**src/rtl/uart_report_fmt_pkg.sv**
```systemverilog
// Shared definitions for the report formatter: modes, FSM states, ASCII
// constants, message lengths and the BCD-to-ASCII digit mapping.
package uart_report_fmt_pkg;

   typedef enum logic [1:0] {
      MODE_WATCH     = 2'b00,
      MODE_STOPWATCH = 2'b01,
      MODE_DIST      = 2'b10,
      MODE_DHT       = 2'b11
   } mode_e;

   typedef enum logic [2:0] {
      ST_IDLE,
      ST_CONV_A,
      ST_CONV_B,
      ST_SEND,
      ST_DONE
   } state_e;

   localparam logic [7:0] ASC_ZERO  = 8'h30, ASC_COLON = 8'h3A, ASC_DOT   = 8'h2E,
                          ASC_CR    = 8'h0D, ASC_LF    = 8'h0A, ASC_QMARK = 8'h3F,
                          ASC_PCT   = 8'h25, ASC_SPACE = 8'h20, ASC_W     = 8'h57,
                          ASC_S     = 8'h53, ASC_D     = 8'h44, ASC_H     = 8'h48,
                          ASC_T     = 8'h54, ASC_LC_C  = 8'h63, ASC_LC_M  = 8'h6D,
                          ASC_C     = 8'h43;

   localparam int LEN_WATCH     = 12;
   localparam int LEN_STOPWATCH = 12;
   localparam int LEN_DIST      = 11;
   localparam int LEN_DHT       = 16;

   // Invalid digits from the time sources are shown as '?' rather than garbage.
   function automatic logic [7:0] bcd_asc(input logic [3:0] d);
      return (d > 4'd9) ? ASC_QMARK : (ASC_ZERO + {4'd0, d});
   endfunction

   function automatic logic [3:0] last_idx(input mode_e m);
      case (m)
         MODE_WATCH:     return 4'(LEN_WATCH - 1);
         MODE_STOPWATCH: return 4'(LEN_STOPWATCH - 1);
         MODE_DIST:      return 4'(LEN_DIST - 1);
         default:        return 4'(LEN_DHT - 1);
      endcase
   endfunction

endpackage

```
**src/rtl/uart_report_fmt_bin2bcd_seq.sv**
```systemverilog
// Sequential double-dabble converter: one shift-add-3 step per cycle,
// NUM_W binary bits in, four BCD digits out, done pulses NUM_W+1 cycles after start.
module bin2bcd_seq #(
   parameter int NUM_W = 10
) (
   input  logic             clk,
   input  logic             rst,
   input  logic             i_start,
   input  logic [NUM_W-1:0] i_bin,
   output logic             o_done,
   output logic [15:0]      o_bcd
);
   import uart_report_fmt_pkg::*;

   localparam int CNT_W = $clog2(NUM_W + 1);

   logic [NUM_W+15:0] shift_q, shift_d;
   logic [CNT_W-1:0]  cnt_q;
   logic              run_q;
   logic              done_q;
   logic [3:0]        dig_adj [4];

   for (genvar gi = 0; gi < 4; gi++) begin : g_adj
      assign dig_adj[gi] = (shift_q[NUM_W+4*gi +: 4] >= 4'd5) ?
                           shift_q[NUM_W+4*gi +: 4] + 4'd3 : shift_q[NUM_W+4*gi +: 4];
   end

   assign shift_d = {dig_adj[3][2:0], dig_adj[2], dig_adj[1], dig_adj[0],
                     shift_q[NUM_W-1:0], 1'b0};

   always_ff @(posedge clk or negedge rst) begin
      if (!rst) begin
         shift_q <= '0;
         cnt_q   <= '0;
         run_q   <= 1'b0;
         done_q  <= 1'b0;
      end else begin
         done_q <= 1'b0;
         // A start while running is dropped; the caller never issues one.
         if (i_start && !run_q) begin
            shift_q <= {16'd0, i_bin};
            cnt_q   <= CNT_W'(NUM_W);
            run_q   <= 1'b1;
         end else if (run_q) begin
            shift_q <= shift_d;
            cnt_q   <= cnt_q - 1'b1;
            if (cnt_q == CNT_W'(1)) begin
               run_q  <= 1'b0;
               done_q <= 1'b1;
            end
         end
      end
   end

   assign o_done = done_q;
   assign o_bcd  = shift_q[NUM_W +: 16];

endmodule

```
**src/rtl/uart_report_fmt.sv**
```systemverilog
// Formats a snapshot of watch/stopwatch/distance/DHT11 data into one ASCII
// line and streams it to the UART transmitter over a valid/ready byte port.
module uart_report_fmt #(
   parameter int NUM_W = 10
) (
   input  logic        clk,
   input  logic        rst,
   input  logic        i_req,
   input  logic [1:0]  i_mode,
   input  logic [23:0] i_watch_bcd,
   input  logic [23:0] i_stopwatch_bcd,
   input  logic [9:0]  i_dist,
   input  logic [7:0]  i_rh,
   input  logic [7:0]  i_t,
   output logic [7:0]  o_tx_data,
   output logic        o_tx_valid,
   input  logic        i_tx_ready,
   output logic        o_busy,
   output logic        o_done
);
   import uart_report_fmt_pkg::*;

   state_e      state_q;
   mode_e       mode_q;
   logic [23:0] watch_q, sw_q;
   logic [7:0]  t_q;
   logic [15:0] a_q, b_q;
   logic [3:0]  idx_q;
   logic [7:0]  data_q;
   logic        valid_q, busy_q, done_q;

   logic             conv_start, conv_done;
   logic [NUM_W-1:0] conv_in;
   logic [15:0]      conv_bcd;

   function automatic logic [7:0] msg_byte(input mode_e m, input logic [3:0] idx,
                                           input logic [23:0] w, input logic [23:0] s,
                                           input logic [15:0] a, input logic [15:0] b);
      logic [7:0]  c;
      logic [23:0] v;
      c = ASC_SPACE;
      v = (m == MODE_WATCH) ? w : s;
      case (m)
         MODE_WATCH, MODE_STOPWATCH:
            case (idx)
               4'd0:       c = (m == MODE_WATCH) ? ASC_W : ASC_S;
               4'd1, 4'd4: c = ASC_COLON;
               4'd2:       c = bcd_asc(v[23:20]);
               4'd3:       c = bcd_asc(v[19:16]);
               4'd5:       c = bcd_asc(v[15:12]);
               4'd6:       c = bcd_asc(v[11:8]);
               4'd7:       c = (m == MODE_WATCH) ? ASC_COLON : ASC_DOT;
               4'd8:       c = bcd_asc(v[7:4]);
               4'd9:       c = bcd_asc(v[3:0]);
               4'd10:      c = ASC_CR;
               4'd11:      c = ASC_LF;
               default:    c = ASC_SPACE;
            endcase
         MODE_DIST:
            case (idx)
               4'd0:    c = ASC_D;
               4'd1:    c = ASC_COLON;
               4'd2:    c = bcd_asc(a[15:12]);
               4'd3:    c = bcd_asc(a[11:8]);
               4'd4:    c = bcd_asc(a[7:4]);
               4'd5:    c = bcd_asc(a[3:0]);
               4'd7:    c = ASC_LC_C;
               4'd8:    c = ASC_LC_M;
               4'd9:    c = ASC_CR;
               4'd10:   c = ASC_LF;
               default: c = ASC_SPACE;
            endcase
         default:
            case (idx)
               4'd0:    c = ASC_H;
               4'd1:    c = ASC_COLON;
               4'd2:    c = bcd_asc(a[11:8]);
               4'd3:    c = bcd_asc(a[7:4]);
               4'd4:    c = bcd_asc(a[3:0]);
               4'd5:    c = ASC_PCT;
               4'd7:    c = ASC_T;
               4'd8:    c = ASC_COLON;
               4'd9:    c = bcd_asc(b[11:8]);
               4'd10:   c = bcd_asc(b[7:4]);
               4'd11:   c = bcd_asc(b[3:0]);
               4'd13:   c = ASC_C;
               4'd14:   c = ASC_CR;
               4'd15:   c = ASC_LF;
               default: c = ASC_SPACE;
            endcase
      endcase
      return c;
   endfunction

   // The first conversion starts on the request edge itself from the live
   // inputs, so the converter register doubles as the distance/humidity snapshot.
   assign conv_start = ((state_q == ST_IDLE) && i_req && i_mode[1]) ||
                       ((state_q == ST_CONV_A) && conv_done && (mode_q == MODE_DHT));

   always_comb begin
      conv_in = NUM_W'(t_q);
      if (state_q == ST_IDLE)
         conv_in = (i_mode == MODE_DIST) ? NUM_W'(i_dist) : NUM_W'(i_rh);
   end

   bin2bcd_seq #(.NUM_W(NUM_W)) u_conv (
      .clk     (clk),
      .rst     (rst),
      .i_start (conv_start),
      .i_bin   (conv_in),
      .o_done  (conv_done),
      .o_bcd   (conv_bcd)
   );

   always_ff @(posedge clk or negedge rst) begin
      if (!rst) begin
         state_q <= ST_IDLE;
         mode_q  <= MODE_WATCH;
         watch_q <= '0;
         sw_q    <= '0;
         t_q     <= '0;
         a_q     <= '0;
         b_q     <= '0;
         idx_q   <= '0;
         data_q  <= '0;
         valid_q <= 1'b0;
         busy_q  <= 1'b0;
         done_q  <= 1'b0;
      end else begin
         done_q <= 1'b0;
         case (state_q)
            ST_IDLE:
               if (i_req) begin
                  mode_q  <= mode_e'(i_mode);
                  watch_q <= i_watch_bcd;
                  sw_q    <= i_stopwatch_bcd;
                  t_q     <= i_t;
                  idx_q   <= '0;
                  busy_q  <= 1'b1;
                  if (i_mode[1]) begin
                     state_q <= ST_CONV_A;
                  end else begin
                     state_q <= ST_SEND;
                     valid_q <= 1'b1;
                     data_q  <= msg_byte(mode_e'(i_mode), 4'd0, i_watch_bcd,
                                         i_stopwatch_bcd, a_q, b_q);
                  end
               end
            ST_CONV_A:
               if (conv_done) begin
                  a_q <= conv_bcd;
                  if (mode_q == MODE_DHT) begin
                     state_q <= ST_CONV_B;
                  end else begin
                     state_q <= ST_SEND;
                     valid_q <= 1'b1;
                     data_q  <= msg_byte(mode_q, 4'd0, watch_q, sw_q, conv_bcd, b_q);
                  end
               end
            ST_CONV_B:
               if (conv_done) begin
                  b_q     <= conv_bcd;
                  state_q <= ST_SEND;
                  valid_q <= 1'b1;
                  data_q  <= msg_byte(mode_q, 4'd0, watch_q, sw_q, a_q, conv_bcd);
               end
            ST_SEND:
               if (i_tx_ready) begin
                  idx_q <= idx_q + 4'd1;
                  if (idx_q == last_idx(mode_q)) begin
                     valid_q <= 1'b0;
                     done_q  <= 1'b1;
                     state_q <= ST_DONE;
                  end else begin
                     data_q <= msg_byte(mode_q, idx_q + 4'd1, watch_q, sw_q, a_q, b_q);
                  end
               end
            ST_DONE: begin
               busy_q  <= 1'b0;
               state_q <= ST_IDLE;
            end
            default: state_q <= ST_IDLE;
         endcase
      end
   end

   assign o_tx_data  = data_q;
   assign o_tx_valid = valid_q;
   assign o_busy     = busy_q;
   assign o_done     = done_q;

endmodule

```
**config.mk**
```make
export PLATFORM = sky130hd
export DESIGN_NAME = uart_report_fmt
export DESIGN_NICKNAME = d
export VERILOG_FILES = /design/src/rtl/uart_report_fmt_pkg.sv /design/src/rtl/uart_report_fmt_bin2bcd_seq.sv /design/src/rtl/uart_report_fmt.sv
export SDC_FILE = /design/constraint.sdc
export NUM_CORES = 1
export LEC_CHECK = 0
export BUFFER_PORTS_ARGS = -buffer_cell sky130_fd_sc_hd__buf_2
export CORE_MARGIN = 10
export CORE_UTILIZATION = 55
export CTS_CLUSTER_DIAMETER = 50
export DETAILED_ROUTE_END_ITERATION = 7
export PLACE_DENSITY = 0.87
export SYNTH_ARGS = -nofsm -noshare
export SYNTH_HDL_FRONTEND = slang
export SYNTH_HIERARCHICAL = 1
export SYNTH_SLANG_ARGS = --single-unit
```
**constraint.sdc**
```tcl
create_clock -name clk -period 2.85 [get_ports clk]
set_clock_uncertainty 0.05 [all_clocks]
set_input_delay 0.1425 -clock clk [delete_from_list [all_inputs] [get_ports clk]]
set_output_delay 0.1425 -clock clk [all_outputs]
set_load 0.01 [all_outputs]
```
==> out/metrics.yaml, run 1 <==
fmax_mhz: 373.5
rows: 44
root_buffer: "clkbuf_16"
ys_ff_latch: 135
synth_cell_types: 85
timing.rr.end: "o_tx_data[2]"
hold_slack_ps: 30.99
fin_tns_setup_ps: 0
initial_core_util: 0.5664
cp-endpoint: "o_tx_data[2]"
ant_nets: 0
die_area_sq_mm: 0.02039
synthAdderAreaFrac: 0.02112
grt_max_degree: 100
clk_latency_ps: 440
area_delta_synth_final_pct: 21.56
reg2reg_depth: 6
synth.mux.area_fraction: 0.1531
synth_top_cell_area_share: 0.4073
syn_area_per_cell_sq_um: 9.957
rsz0062_at_grt: "no"
wl_per_cell_microns: 22.62
io_buffers: 89
via_per_inst: 6.540
gr-max-usage-layer: "met2"
start_kind: "flop"
gr-usage-met1: 0.3097
dr.pass1.iters: 7
final_hold_viol_count: 0
synth_cells: 833
synth-xor-area-share: 0.005129
track_usage: 0.2595
synth.area.top_cells: "dfrtp_1, mux2_2, a21oi_1"
reg2reg_from: "idx_q[3]"
layout.nets: 1062
maxSlewViolCount: 0
worst_pin_slew_ps: 907.9
place_congestion: 0.9900
ys_warn_count: 6
die_w_microns: 142.8
status: "finished clean"
synth_area_sq_mm: 0.008294
postCtsSetupBuffers: 0
worst_ir_drop_vdd_mv: 0.5720
nFillCells: 1046
boundaryPins: 91
reg2reg_slack_ps: 170
yosysSeqAreaShare: 0.4073
layout_min_cycle_time_ps: 2677
crit_fanout: 11
die_y_microns: 142.8
drive_gt1_frac: 0.2824
antenna_cells: 0
antenna_found_initial: 0
grt_overflow: 0
grt_use_met3: 0.05439
drc: 0
cts_buffers: 17
totalWireLength_microns: 26350
core_area_sq_mm: 0.01464
grt_pass1_vias: 7845
synth_top_area_cell: "dfrtp_1"
power_density_mw_per_mm2: 947.2
final_common_cell: "dfrtp_1"
clock_path_buffers: 2
cts_tree: "done"
crit_start: "idx_q[3]"
report.final.setup_viol: 0
worstPathArrival_ps: 2960
relSlewSlack: 0.3947
ys.flop_type: "dfrtp_1"
required_ps: 3130
end_kind: "flop"
layout_common_cells: "dfrtp_1, buf_2, mux2_2"
grt_pass1_wl_microns: 42160
grtUsageMet2: 0.4323
cts_max_level: 4
synth-compound-area-share: 0.2116
power.leakage_nw: 4.435
synth_nets: 927
synth_edf_count: 0
synthSimpleGateAreaFrac: 0.1397
via_count: 7619
synthArstFlopShare: 1.000
maxCapViolCount: 0
hp-class: "in2reg"
dp_hpwl_microns: 16980
synth_top_family_by_area: "compound AO/OA/AOI/OAI gates"
cts_sinks: 135
crit_type: "reg2reg"
min_period_over_period: 0.9395
drtIter0Drc: 937
clk_pin_slew_ps: 60
[kinds of logic after synthesis]
logic type               Yosys count
multiplexers                     116
AO/OA/AOI/OAI                    252
buffers and inverters             96
other                              1
XOR/XNOR                           4
adder cells (fa/ha/maj)           14
flip-flops                       135
AND/OR/NAND/NOR                  215
[worst min-delay path by stage]
stage,startpoint,endpoint,slack [ps],depth (start not counted)
after floorplan,rst,a_q[0],-200,0
after global placement,rst,u_conv/shift_q[17],260,1
after detailed placement,rst,u_conv/shift_q[17],260,1
after CTS,i_req,o_busy,20,3
after global routing,i_req,o_busy,40,3
final,i_req,o_busy,30,3
[state kept, by name, indices dropped and copies added, names as in the netlist, 2 cells and up]
name and flops:
u_conv/shift_q 26, sw_q 24, watch_q 24, a_q 16, b_q 12, t_q 8
o_tx_data 7, idx_q 4, u_conv/cnt_q 4, state_q 3, mode_q 2
[cells in the mapped netlist, types with 3 or more instances]
cell type  instances
dfrtp_1          135
mux2_2            86
a21oi_1           60
nand2_1           51
o21ai_0           49
nor2_1            45
mux2i_1           29
buf_2             25
inv_1             25
nand3_1           22
buf_4             21
a211oi_1          20
clkbuf_1          17
ha_1              14
nor3_1            14
o22ai_1           13
and3_1            12
nand2b_1          10
a31oi_1            9
o21a_1             9
a2111oi_0          8
a211o_1            7
nand4_1            7
a21o_1             6
a31o_2             6
nor2b_1            6
nor3b_1            6
nor4_1             6
o221ai_1           6
and2_1             5
buf_6              5
o211ai_1           5
a2111o_1           4
a32oi_1            4
nand3b_1           4
o21ai_1            4
a21boi_1           3
a22oi_1            3
a31o_1             3
a32o_1             3
or4_1              3
xnor2_1            3
[metal layers]
layer / vias to the layer above / routed length (microns)
met5: - / 0
met4: 0 / 1209
met3: 106 / 1968
met2: 442 / 12910
met1: 3701 / 10260
li1: 3370 / -
[per-stage QoR]
step                setup WS [ps]  total power [mW]  instances  area, sq um  utilization
floorplan                   451.4             5.782        833         8294            -
finish                      172.5             9.550       1165        10080       0.6885
CTS                         223.6             9.336       1165        10080       0.6884
global route                15.50             10.00       1165        10080       0.6885
global placement            176.5             6.827       1075         8885       0.6067
detailed placement          236.0             6.908       1075         8885       0.6067
[critical path: stages (launching register included)]
cell and delay (ps):
dfrtp_1 510, a21bo_1 520, nand2_1 250, a211oi_1 360
nand4bb_1 170, or4_1 520, a31o_1 190
[final cells by class]
cell class | instances | area [sq um] | area share
clock buffer | 18 | 429.2 | 0.04257
timing repair buffer | 186 | 1350 | 0.1339
multi-input combinational | 602 | 4407 | 0.4371
sequential | 135 | 3379 | 0.3352
tap | 184 | 230.2 | 0.02283
inverter | 26 | 100.1 | 0.009928
clock inverter | 14 | 186.4 | 0.01849
[timing repair]
item,CTS,global route
endpoints found under the hold margin,154,0
hold buffers,58,0
setup endpoints to repair,0,1
gates resized for setup,0,1
[where the power goes]
part           internal, mW  switching (mW)  total (mW)
sequential             2.43           0.747        3.18
clock                  1.40           0.958        2.36
combinational          1.72            2.29        4.01
No activity file was read; power rests on OpenSTA's default activity.
==> inputs of run 2 (changes only) <==
--- a/config.mk
+++ b/config.mk
@@ -11,6 +11,7 @@
 export CTS_CLUSTER_DIAMETER = 50
 export DETAILED_ROUTE_END_ITERATION = 7
 export PLACE_DENSITY = 0.87
+export RECOVER_POWER = 25
 export SYNTH_ARGS = -nofsm -noshare
 export SYNTH_HDL_FRONTEND = slang
 export SYNTH_HIERARCHICAL = 1
==> run 2 against run 1 <==
  * Via count grew 0.41%
  * Worst setup slack about the same
  * Core utilization barely moved
  * Critical path depth unchanged
  * Power decreased by 0.11%
  * Critical endpoint unchanged
  * Critical path type unchanged
==> out/metrics.yaml, run 2 (synthesized netlist as in run 1, its figures left out) <==
status: "finished clean"
cts_tree: "done"
maxSlewViolCount: 0  # unchanged
reg2reg_slack_ps: 170  # about the same
cts_buffers: 17  # unchanged
final_hold_viol_count: 0  # unchanged
grt_overflow: 0  # unchanged
largestRegisters: "u_conv/shift_q (26), sw_q (24), watch_q (24)"
min_period_over_period: 0.9395  # about the same
relSlewSlack: 0.3933  # -0.001377
rows: 44  # unchanged
layout_min_cycle_time_ps: 2678  # +0.1870 ps
fin_tns_setup_ps: 0  # unchanged
crit_fanout: 11  # unchanged
layout.nets: 1062  # unchanged
power_density_mw_per_mm2: 946.6  # about the same
wl_per_cell_microns: 22.58  # -0.17%
dp_hpwl_microns: 16980  # unchanged
drc: 0  # unchanged
worst_ir_drop_vdd_mv: 0.5689  # -0.54%
largest_reg_flops: 26  # unchanged
io_buffers: 89  # unchanged
crit_buf_inv: 0  # unchanged
clk_pin_slew_ps: 60  # about the same
final_common_cell: "dfrtp_1"
cp_top_family: "compound AO/OA/AOI/OAI gates"
crit_start: "idx_q[3]"
root_buffer: "clkbuf_16"
die_area_sq_mm: 0.02039  # unchanged
antenna_found_initial: 0  # unchanged
core_area_sq_mm: 0.01464  # unchanged
path_cells: "a21bo_1 > nand2_1 > a211oi_1 > nand4bb_1 > or4_1 > a31o_1"
nFillCells: 1049  # +0.29%
p_int_mw: 5.546  # -0.11%
totalWireLength_microns: 26300  # -0.17%
placed_area_sq_mm: 0.008885  # unchanged
fin_ws_ps: 172.4  # -0.1870 ps
layout_common_cells: "dfrtp_1, mux2_2, buf_2"
preCtsSetupSlack_ps: 236.0  # unchanged
hold_depth: 3  # unchanged
ant_nets: 0  # unchanged
place_congestion: 0.9900  # unchanged
reg2reg_from: "idx_q[3]"
postCtsSetupBuffers: 0  # unchanged
seq_area_sq_mm: 0.003379  # unchanged
power.leakage_nw: 4.423  # -0.28%
fmax_mhz: 373.5  # about the same
hp-class: "in2reg"
initial_core_util: 0.5664  # unchanged
power.switching_mw: 3.994  # -0.12%
cts_max_level: 4  # unchanged
clk_latency_ps: 440  # about the same
largest-register: "u_conv/shift_q"
drive_gt1_frac: 0.2783  # -0.004077
crit_type: "reg2reg"
area_delta_synth_final_pct: 21.50  # about the same
worstPathArrival_ps: 2950  # about the same
drtIter0Drc: 936  # -0.11%
fin_area_sq_mm: 0.01008  # about the same
critical_path.max_stage_delay_ps: 520  # about the same
cts_sinks: 135  # unchanged
maxCapViolCount: 0  # unchanged
pwr-share-seq: 0.333  # about the same
grt_pass1_wl_microns: 42160  # unchanged
track_usage: 0.2595  # unchanged
timing.rr.end: "o_tx_data[2]"
multiInputGateArea_sq_mm: 0.004407  # unchanged
pwr-share-clk: 0.247  # about the same
via_count: 7650  # +0.41%
end_kind: "flop"
crit_slowest_cell: "or4_1"
die_y_microns: 142.8  # unchanged
min_to: "o_busy"
comb_power_share: 0.420  # about the same
switching_share: 0.4187  # about the same
grt_pass1_vias: 7845  # unchanged
hp-start: "i_req"
start_kind: "flop"
report.final.setup_viol: 0  # unchanged
via_per_inst: 6.567  # +0.41%
grt_max_degree: 100  # unchanged
clock_path_buffers: 2  # unchanged
antenna_cells: 0  # unchanged
worst_pin_slew_ps: 910.0  # +2.064 ps
dr.pass1.iters: 6  # -1
reg2reg_depth: 6  # unchanged
die_w_microns: 142.8  # unchanged
required_ps: 3130  # about the same
rsz0062_at_grt: "no"
boundaryPins: 91  # unchanged
-- run 2: cell count changes in the layout (fill, tap and decap cells not counted), sizes merged --
cell and delta:
buf -4, clkbuf +4
-- run 2: how the worst max path moves through the flow --
stage / endpoint / slack (ps) / cells after the start
2_1_floorplan: o_tx_data[2] / 450 / 10
3_3_place_gp: o_tx_data[5] / 180 / 7
3_5_place_dp: o_tx_data[5] / 240 / 7
4_1_cts: o_tx_data[5] / 220 / 7
5_1_grt: o_tx_data[3] / 20 / 9
6_report: o_tx_data[2] / 170 / 6
-- run 2: metal layers --
metal | GRT usage | up-vias | wire length [microns]
met5 | 0 | - | 0
met2 | 0.4323 | 441 | 12880
li1 | - | 3375 | -
met3 | 0.05439 | 103 | 2047
met4 | 0.1374 | 0 | 1219
met1 | 0.3097 | 3731 | 10160
-- run 2: per-stage QoR --
stage,util,power (mW),instances,hold slack (ps)
finish,0.6881,9.539,1165,33.21
global placement,0.6067,6.827,1075,261.9
CTS,0.6884,9.336,1165,17.54
floorplan,-,5.782,833,-203.1
global route,0.6881,10.00,1165,39.18
detailed placement,0.6067,6.908,1075,262.0
-- run 2: what timing repair did --
action / 4_1_cts / 5_1_grt
hold buffers: 58 / 0
resized for setup: 0 / 1
hold endpoints to repair: 154 / 0
endpoints found under the setup margin: 0 / 1
-- run 2: power groups by stage --
stage          logic, mW  clock network [mW]  registers (mW)
6_report            4.00                2.35            3.18
5_1_grt             4.31                2.44            3.24
4_1_cts             3.87                2.34            3.13
3_5_place_dp        3.76                   0            3.15
3_3_place_gp        3.71                   0            3.12
2_1_floorplan       2.94                   0            2.85
-- run 2: area by class of cell --
class	instances	share of cell area
multi-input combinational	602	0.4373
sequential	135	0.3354
timing repair buffer	186	0.1335
clock buffer	18	0.04259
tap	184	0.02285
clock inverter	14	0.01850
inverter	26	0.009933
-- run 2: worst min-delay path, stage by stage --
cell	delay [ps]
buf_2	130
a21oi_1	140
a21oi_1	60
